File: src/rtl/instr_sequencer.sv
// Multi-cycle fetch/decode/execute sequencer for the 8-bit datapath.
// Owns the PC, fetches 16-bit instructions over req/ack, and steers the
// register file, ALU and call stack. All outputs are registered.
module instr_sequencer #(
  parameter int unsigned PC_W  = 8,
  parameter int unsigned RF_AW = 3
) (
  input  logic             clk,
  input  logic             rst_n,
  input  logic             start,
  output logic             imem_req,
  output logic [PC_W-1:0]  imem_addr,
  input  logic             imem_ack,
  input  logic [15:0]      imem_data,
  output logic [RF_AW-1:0] rf_addr_a,
  output logic [RF_AW-1:0] rf_addr_b,
  output logic             rf_we,
  output logic [7:0]       alu_opcode,
  output logic             stk_push,
  output logic             stk_pop,
  output logic [PC_W-1:0]  stk_wdata,
  input  logic [PC_W-1:0]  stk_rdata,
  input  logic             stk_full,
  input  logic             stk_empty,
  output logic [PC_W-1:0]  pc,
  output logic             halted,
  output logic             fault
);

  typedef enum logic [2:0] {
    StIdle, StFetch, StDecode, StExec, StWb, StRetw, StHalt, StFault
  } state_e;

  typedef enum logic [2:0] {ClsNop, ClsAlu, ClsHalt, ClsCall, ClsRet} op_class_e;

  function automatic op_class_e classify(input logic [7:0] op);
    op_class_e cls;
    if (op <= 8'h12 || op == 8'h14) cls = ClsAlu;
    else if (op == 8'h13)           cls = ClsHalt;
    else if (op == 8'h15)           cls = ClsCall;
    else if (op == 8'h16)           cls = ClsRet;
    else                            cls = ClsNop;
    return cls;
  endfunction

  state_e           state_q, state_d;
  logic [PC_W-1:0]  pc_q, pc_d;
  logic [15:0]      ir_q, ir_d;
  logic             req_q, req_d;
  logic [RF_AW-1:0] addr_a_q, addr_a_d;
  logic [RF_AW-1:0] addr_b_q, addr_b_d;
  logic             we_q, we_d;
  logic [7:0]       op_q, op_d;
  logic             push_q, push_d;
  logic             pop_q, pop_d;
  logic [PC_W-1:0]  wdata_q, wdata_d;
  logic             halted_q, halted_d;
  logic             fault_q, fault_d;

  op_class_e fetch_cls, ir_cls;
  logic [PC_W-1:0] pc_inc;

  assign fetch_cls = classify(imem_data[15:8]);
  assign ir_cls    = classify(ir_q[15:8]);
  assign pc_inc    = pc_q + PC_W'(1);

  // State register.
  always_ff @(posedge clk or negedge rst_n) begin
    if (!rst_n) state_q <= StIdle;
    else        state_q <= state_d;
  end

  // Next-state logic. Stack strobes are issued at the fetch edge, so DECODE
  // dispatches CALL/RET on whether that strobe was actually granted.
  always_comb begin
    state_d = state_q;
    unique case (state_q)
      StIdle:   if (start) state_d = StFetch;
      StFetch:  if (imem_ack) state_d = StDecode;
      StDecode: begin
        case (ir_cls)
          ClsAlu:  state_d = StExec;
          ClsHalt: state_d = StHalt;
          ClsCall: state_d = push_q ? StFetch : StFault;
          ClsRet:  state_d = pop_q ? StRetw : StFault;
          default: state_d = StFetch;
        endcase
      end
      StExec:   state_d = StWb;
      StWb:     state_d = StFetch;
      StRetw:   state_d = StFetch;
      StHalt:   if (start) state_d = StFetch;
      StFault:  state_d = StFault;
      default:  state_d = StIdle;
    endcase
  end

  // Next values of the registered outputs, PC and instruction register.
  always_comb begin
    pc_d     = pc_q;
    ir_d     = ir_q;
    addr_a_d = addr_a_q;
    addr_b_d = addr_b_q;
    op_d     = op_q;
    wdata_d  = wdata_q;
    push_d   = 1'b0;
    pop_d    = 1'b0;
    req_d    = (state_d == StFetch);
    we_d     = (state_d == StWb);
    halted_d = (state_d == StHalt);
    fault_d  = (state_d == StFault);
    unique case (state_q)
      StIdle: if (start) pc_d = '0;
      StFetch: begin
        if (imem_ack) begin
          // Decode fields are loaded straight from the bus so they are
          // already valid while the FSM sits in DECODE.
          ir_d     = imem_data;
          addr_a_d = RF_AW'(imem_data[7:5]);
          addr_b_d = RF_AW'(imem_data[4:2]);
          op_d     = imem_data[15:8];
          if (fetch_cls == ClsCall && !stk_full) begin
            push_d  = 1'b1;
            wdata_d = pc_inc;
          end
          if (fetch_cls == ClsRet && !stk_empty) pop_d = 1'b1;
        end
      end
      StDecode: begin
        case (ir_cls)
          ClsNop, ClsHalt: pc_d = pc_inc;
          ClsCall:         if (push_q) pc_d = PC_W'(ir_q[7:0]);
          default:         pc_d = pc_q;
        endcase
      end
      StWb:    pc_d = pc_inc;
      StRetw:  pc_d = stk_rdata;
      default: pc_d = pc_q;
    endcase
  end

  // Output and datapath registers.
  always_ff @(posedge clk or negedge rst_n) begin
    if (!rst_n) begin
      pc_q     <= '0;
      ir_q     <= '0;
      req_q    <= 1'b0;
      addr_a_q <= '0;
      addr_b_q <= '0;
      we_q     <= 1'b0;
      op_q     <= 8'hFF;
      push_q   <= 1'b0;
      pop_q    <= 1'b0;
      wdata_q  <= '0;
      halted_q <= 1'b0;
      fault_q  <= 1'b0;
    end else begin
      pc_q     <= pc_d;
      ir_q     <= ir_d;
      req_q    <= req_d;
      addr_a_q <= addr_a_d;
      addr_b_q <= addr_b_d;
      we_q     <= we_d;
      op_q     <= op_d;
      push_q   <= push_d;
      pop_q    <= pop_d;
      wdata_q  <= wdata_d;
      halted_q <= halted_d;
      fault_q  <= fault_d;
    end
  end

  assign imem_req   = req_q;
  assign imem_addr  = pc_q;
  assign rf_addr_a  = addr_a_q;
  assign rf_addr_b  = addr_b_q;
  assign rf_we      = we_q;
  assign alu_opcode = op_q;
  assign stk_push   = push_q;
  assign stk_pop    = pop_q;
  assign stk_wdata  = wdata_q;
  assign pc         = pc_q;
  assign halted     = halted_q;
  assign fault      = fault_q;

endmodule

File: config.mk
export PLATFORM = sky130hd
export DESIGN_NAME = instr_sequencer
export DESIGN_NICKNAME = d
export VERILOG_FILES = /design/src/rtl/instr_sequencer.sv
export SDC_FILE = /design/constraint.sdc
export NUM_CORES = 1
export LEC_CHECK = 0
export ABC_AREA = 0
export CORE_MARGIN = 4
export CORE_UTILIZATION = 51
export DETAILED_ROUTE_END_ITERATION = 16
export GPL_TIMING_DRIVEN = 0
export PLACE_DENSITY = 0.88
export SYNTH_ARGS = -nofsm -noshare
export SYNTH_HDL_FRONTEND = slang
export SYNTH_SLANG_ARGS = --single-unit
export TNS_END_PERCENT = 50
File: constraint.sdc
create_clock -name clk -period 4.8 [get_ports clk]
set_input_delay 1.2 -clock clk [delete_from_list [all_inputs] [get_ports clk]]
set_output_delay 1.2 -clock clk [all_outputs]
set_load 0.02 [all_outputs]
Word level (Yosys, flattened, before mapping)
Index checks and enable logic that the tools add are counted.
- bits in registers: 55
- latch bits: 0
- output and inout bits: 44
- logic and storage cells: 83
- RAM bits: 0
- memory bits (read-only): 0
- bits of input ports: 30
- memories kept: 0
- eq/ne operators: 28
- reduce and logical (&&, ||, !) cells: 15
- shift operators: 0
- order comparisons: 2
- multiply operators: 0
- $add $sub $neg: 1
- mux-type cells: 24
- bitwise logic cells: 0
- div/mod/pow operators: 0
- operator list (kind ; number):
    $eq A8 B5 Y1 const B ; 8
    $mux W3 ; 11
    $pmux W8 S4 ; 1
    $eq A3 B3 Y1 const B ; 9
    $pmux W3 S6 ; 1
    $le A8 B5 Y1 const B ; 2
    $mux W8 ; 2
    $pmux W8 S2 ; 1
    $eq A3 B2 Y1 const B ; 5
    $pmux W3 S4 ; 1
    $eq A3 B1 Y1 const B ; 3
    $add A8 B1 Y8 const B ; 1
    $logic_not A3 Y1 ; 2
    $mux W1 ; 6
    $reduce_or A2 Y1 ; 3
    $reduce_and A4 Y1 ; 1
    $reduce_bool A4 Y1 ; 1
    $ne A3 B2 Y1 const B ; 1
    $ne A3 B3 Y1 const B ; 1
    $reduce_and A3 Y1 ; 1
    $logic_and A1 B1 Y1 ; 2
    $logic_not A1 Y1 ; 2
    $logic_or A1 B1 Y1 ; 2
    $mux W2 ; 1
    2 further kinds ; 2

Logic depth before layout (Yosys ltp)
- depth in word-level cells: 10
- depth in mapped cells: 7
- depth with buffers taken out: 6

Worst setup path before layout
No wires, ideal clock.
- path type: input to register
- start point: input imem_data[15]
- end point: register wdata_q[1], in the netlist stk_wdata[1]
- stages: 4
- required time: 4.675 ns
- library setup time: 0.125 ns
- data arrival time: 2.472 ns
- setup slack: 2.203 ns
- path buffers: 0
- path through: nor4b_1 > nand3b_1 > nor4_4 > mux2_2
- longest elaborated chain between the ends: 8
- elaborated cells between the ends (all ways): 13
- those cells by class: order compare (1); eq/ne (5); mux (4); reduce/logical (3)
- ends and longest elaborated chain (what ; line ; RTL):
    start: declaration ; 14 ; input logic [15:0] imem_data,
    $eq A8 B5 Y1 ; 41 ; else if (op == 8'h16) cls = ClsRet;
    $mux W3 ; 41 ;
    $mux W3 ; 40 ; else if (op == 8'h15) cls = ClsCall;
    $mux W3 ; 39 ; else if (op == 8'h13) cls = ClsHalt;
    $mux W3 (*) ; 38 ; if (op <= 8'h12 || op == 8'h14) cls = ClsAlu;
    $eq A3 B2 Y1 (*) ; 122 ; if (fetch_cls == ClsCall && !stk_full) begin
    $logic_and A1 B1 Y1 (*) ; 122 ;
    $reduce_and A3 Y1 (no line) (*) ; n/a ;
    end signal: assignment ; 167 ; wdata_q <= wdata_d;
    end: declaration ; 56 ; logic [PC_W-1:0] wdata_q, wdata_d;
Mark *: on every way between the ends. The rest lies on a longest branch, timed or not.
A chain may end at the register's enable or synchronous reset.

Final worst setup path
- start point: input imem_ack
- end point: register wdata_q[6], in the netlist stk_wdata[6]
- longest elaborated chain between the ends: 1
- ends and longest elaborated chain (what ; line ; RTL):
    start: declaration ; 13 ; input logic imem_ack,
    $reduce_and A3 Y1 (no line) ; n/a ;
No other way between the ends.

==> summary.md <==
| Metric | Value |
|---|---|
| Clock Tree Buf Depth | `2` |
| Reg power frac | `0.365` |
| Global-route wire length before repair | `10600 um` |
| CP Data Required Time | `4.99 ns` |
| Final Hold Viols | `0` |
| Routability cong. | `0.873` |
| Tightest Hold Check Type | `reg2reg` |
| Max Slew Vio Count | `0` |
| Area leader, netlist | `dfrtp_1` |
| Initial antenna violation count | `0` |
| Main combinational cell family by area after synthesis | `simple AND/OR/NAND/NOR gates` |
| Htree depth | `2` |
| Post-Synth Adder-Cell Area | `0.00501` |
| Worst vdd ir | `0.000359 V` |
| Reg clk slew, reported paths | `0.08 ns` |
| Power share of the clock group | `0.148` |
| Max incr delay on CP | `0.55 ns` |
| Fin Clk Skew | `0.00582 ns` |
| Vias in the first global route | `2321` |
| Pint | `1.15 mW` |
| Main flop type after synthesis | `dfrtp_1` |
| # fillers | `346` |
| Post-Syn Area | `2500 um2` |
| Relative max-transition margin | `0.306` |
| Post-synthesis simple-gate area fraction | `0.250` |
| Antenna cells | `0` |
| Ys Warns | `0` |
| Routed len/inst | `14.8 um` |
| Num ports | `74` |
| Drt drc | `0` |
| Die area | `6080 um2` |
| Buffers added on ports | `73` |
| Most frequent cell after synthesis | `nand2_1` |
| Largest delay contributor family on the critical path | `simple AND/OR/NAND/NOR gates` |
| Via total after detailed routing | `2279` |
| Starting DRT DRC Count | `179` |
| Area Overhead vs Synth | `37.5%` |
| P per Cell Area | `557 nW/um2` |
| Final setup viols | `0` |
| Ranking of synthesized cells by area | `dfrtp_1, nand2_1, dfstp_2` |
| Critical path class | `in2reg` |
| Clock Tree Root | `clkbuf_8` |
| Total grt overflow | `0` |
| Synth cell types | `50` |
| Xor-xnor portion of the synthesized cell area | `0.0140` |
| Largest net degree at the start of global routing | `32` |
| Cells after DPL | `414` |
| Combinational share of power | `0.487` |
| DP HPWL | `4820 um` |
| Outcome | `finished clean` |
| Starting Density | `0.529` |
| # hold bufs at CTS | `0` |
| CORE AREA | `4720 um2` |
| Critical-path maximum fanout | `9` |
| Net Switching | `765 uW` |
| Max Cap Viol | `0` |
| Vias per cell | `5.40` |
| Crit path cell chain | `clkdlybuf4s50_1, nand2_1, nor3_2, nand2_1, nor4_4, mux2_2` |
| Worst skew pair latency | `0.30 ns` |
| ANT nets after route | `0` |
| CTS Sinks | `49` |
| Crit path DAT | `3.42 ns` |
| CTS Buf Count | `5` |
| Leak | `1.58 nW` |
| Row cnt | `25` |
| RSZ-0062 raised after global routing | `false` |
| Number of synthesized flops with an enable pin | `0` |
| Yosys top cell area share | `0.411` |
| Ratio of cells with drive above 1 in the final layout | `0.127` |
| TNS Setup | `0 ns` |
| Avg Inst Size Synth | `9.15 um2` |
| Chip Height | `78.0 um` |
| Buf+Inv Stages, Crit Path | `1` |
| Die width | `78.0 um` |
| CP most frequent cell | `nand2_1` |
| Placed cell area | `3330 um2` |
| Post-Syn Instances | `273` |
| CTS tree | `done` |
| Sw frac | `0.400` |
| Min cycle time layout | `3.23 ns` |
| Worst path slowest cell | `nor4_4` |
| Mux cell area share after synthesis | `0.0476` |
| Layout Cells excl Fill | `422` |
| Sequential area share after synthesis | `0.495` |
| Synthesized flop and latch total | `49` |
| Ys async rst share | `1.00` |
| Crit end category | `flop` |
| CP Launch Type | `input pin` |
| Gr usage total | `0.217` |
| Drt pass-1 iters | `4` |
| Slew of the pin with the lowest slew margin | `1.04 ns` |
| Post-CTS Setup Repair Bufs | `0` |
| Cts repair resizes | `0` |
| Synth cell count leaders | `nand2_1, dfrtp_1, buf_4, nor2_1, o21ai_0` |
| Drt total wl | `6260 um` |
| Max Freq | `309 MHz` |
| Nets | `385` |
| Synth Area in Compound Gates | `0.123` |
| Final worst path period share | `0.673` |
| Final Instance Area | `3440 um2` |
| Syn nets | `304` |
==> logic make-up (layout without fill, tap and decap cells) <==
| family | Yosys count | after routing |
|---|---|---|
| compound gates | 43 | 43 |
| simple gates | 136 | 136 |
| xor+xnor | 4 | 4 |
| fa+ha+maj | 1 | 1 |
| flops | 49 | 49 |
| mux | 11 | 11 |
| buf+inv | 29 | 111 |
==> flip-flops by register name, indices dropped and copies added, names as in the netlist <==
register and cells:
stk_wdata 8, stk_pop 1, imem_addr 8, ir_q 16, fault 1, halted 1
imem_req 1, alu_opcode 8, stk_push 1, rf_we 1, state_q 3
==> area by class of cell <==
| class | instances | area, um2 | area share |
|---|---|---|---|
| inverter | 5 | 18.8 | 0.00546 |
| clock buffer | 6 | 72.6 | 0.0211 |
| multi-input combinational | 195 | 1100 | 0.320 |
| tap | 67 | 83.8 | 0.0244 |
| buffer | 24 | 144 | 0.0419 |
| timing repair buffer | 74 | 746 | 0.217 |
| sequential | 49 | 1240 | 0.360 |
| clock inverter | 2 | 35.0 | 0.0102 |
==> final timing paths <==
check / from / endpoint / slack, ns / cells past startpoint
max: imem_ack / stk_wdata[6] / 1.57 / 6
min: alu_opcode[3] / alu_opcode[3] / 0.46 / 2
max reg2reg: state_q[2] / stk_wdata[6] / 2.49 / 4
min reg2reg: alu_opcode[3] / alu_opcode[3] / 0.46 / 2
max in group asynchronous: rst_n / alu_opcode[2] / 3.39 / 2
min in group asynchronous: rst_n / stk_wdata[0] / 0.83 / 1
==> layout by cell type, fill, tap and decap left out, types with 2 or more instances in the layout <==
| cell type | instances |
|---|---|
| a211oi_1 | 2 |
| a21o_1 | 2 |
| a21oi_1 | 4 |
| a221o_1 | 2 |
| a22o_1 | 5 |
| a31oi_1 | 3 |
| a32oi_1 | 2 |
| buf_2 | 2 |
| buf_4 | 14 |
| clkbuf_1 | 10 |
| clkbuf_8 | 5 |
| clkdlybuf4s50_1 | 72 |
| dfrtp_1 | 41 |
| dfstp_2 | 8 |
| inv_1 | 4 |
| mux2_2 | 7 |
| mux2i_1 | 4 |
| nand2_1 | 84 |
| nand2b_1 | 5 |
| nand3_1 | 7 |
| nor2_1 | 14 |
| nor2b_1 | 4 |
| nor3_1 | 3 |
| nor4_1 | 4 |
| o21ai_0 | 11 |
| o22ai_1 | 2 |
| or3_1 | 4 |
| xnor2_1 | 2 |
| xor2_1 | 2 |
==> routing by layer <==
metal  track usage  share of wire  vias to the layer above
met2         0.374           0.50                       83
met4         0.105          0.031                        0
met3        0.0383          0.047                       22
met5             0              0                        -
met1         0.261           0.42                     1087
li1              -              -                     1087
==> metrics by stage <==
| step | hold WS, ns | total power [mW] | util | setup WS [ns] |
|---|---|---|---|---|
| after floorplan | 0.438 | 1.26 | - | 2.20 |
| after global placement | 0.446 | 1.60 | 0.701 | 1.20 |
| after detailed placement | 0.452 | 1.64 | 0.705 | 1.25 |
| after CTS | 0.466 | 1.92 | 0.727 | 1.56 |
| after global routing | 0.490 | 2.05 | 0.727 | 1.42 |
| final | 0.463 | 1.91 | 0.727 | 1.57 |
==> power groups by stage <==
stage | Clock, mW | Sequential [mW] | Combinational, mW
final | 0.283 | 0.698 | 0.931
after global routing | 0.303 | 0.720 | 1.02
after CTS | 0.286 | 0.696 | 0.939
after detailed placement | 0 | 0.701 | 0.934
after global placement | 0 | 0.694 | 0.904
after floorplan | 0 | 0.745 | 0.519
==> tightest hold or removal path: stages (launching register included) <==
cell and delay (ns):
dfstp_2 0.37, nand2_1 0.05, nand2_1 0.05
Power figures use the tool's default switching activity.
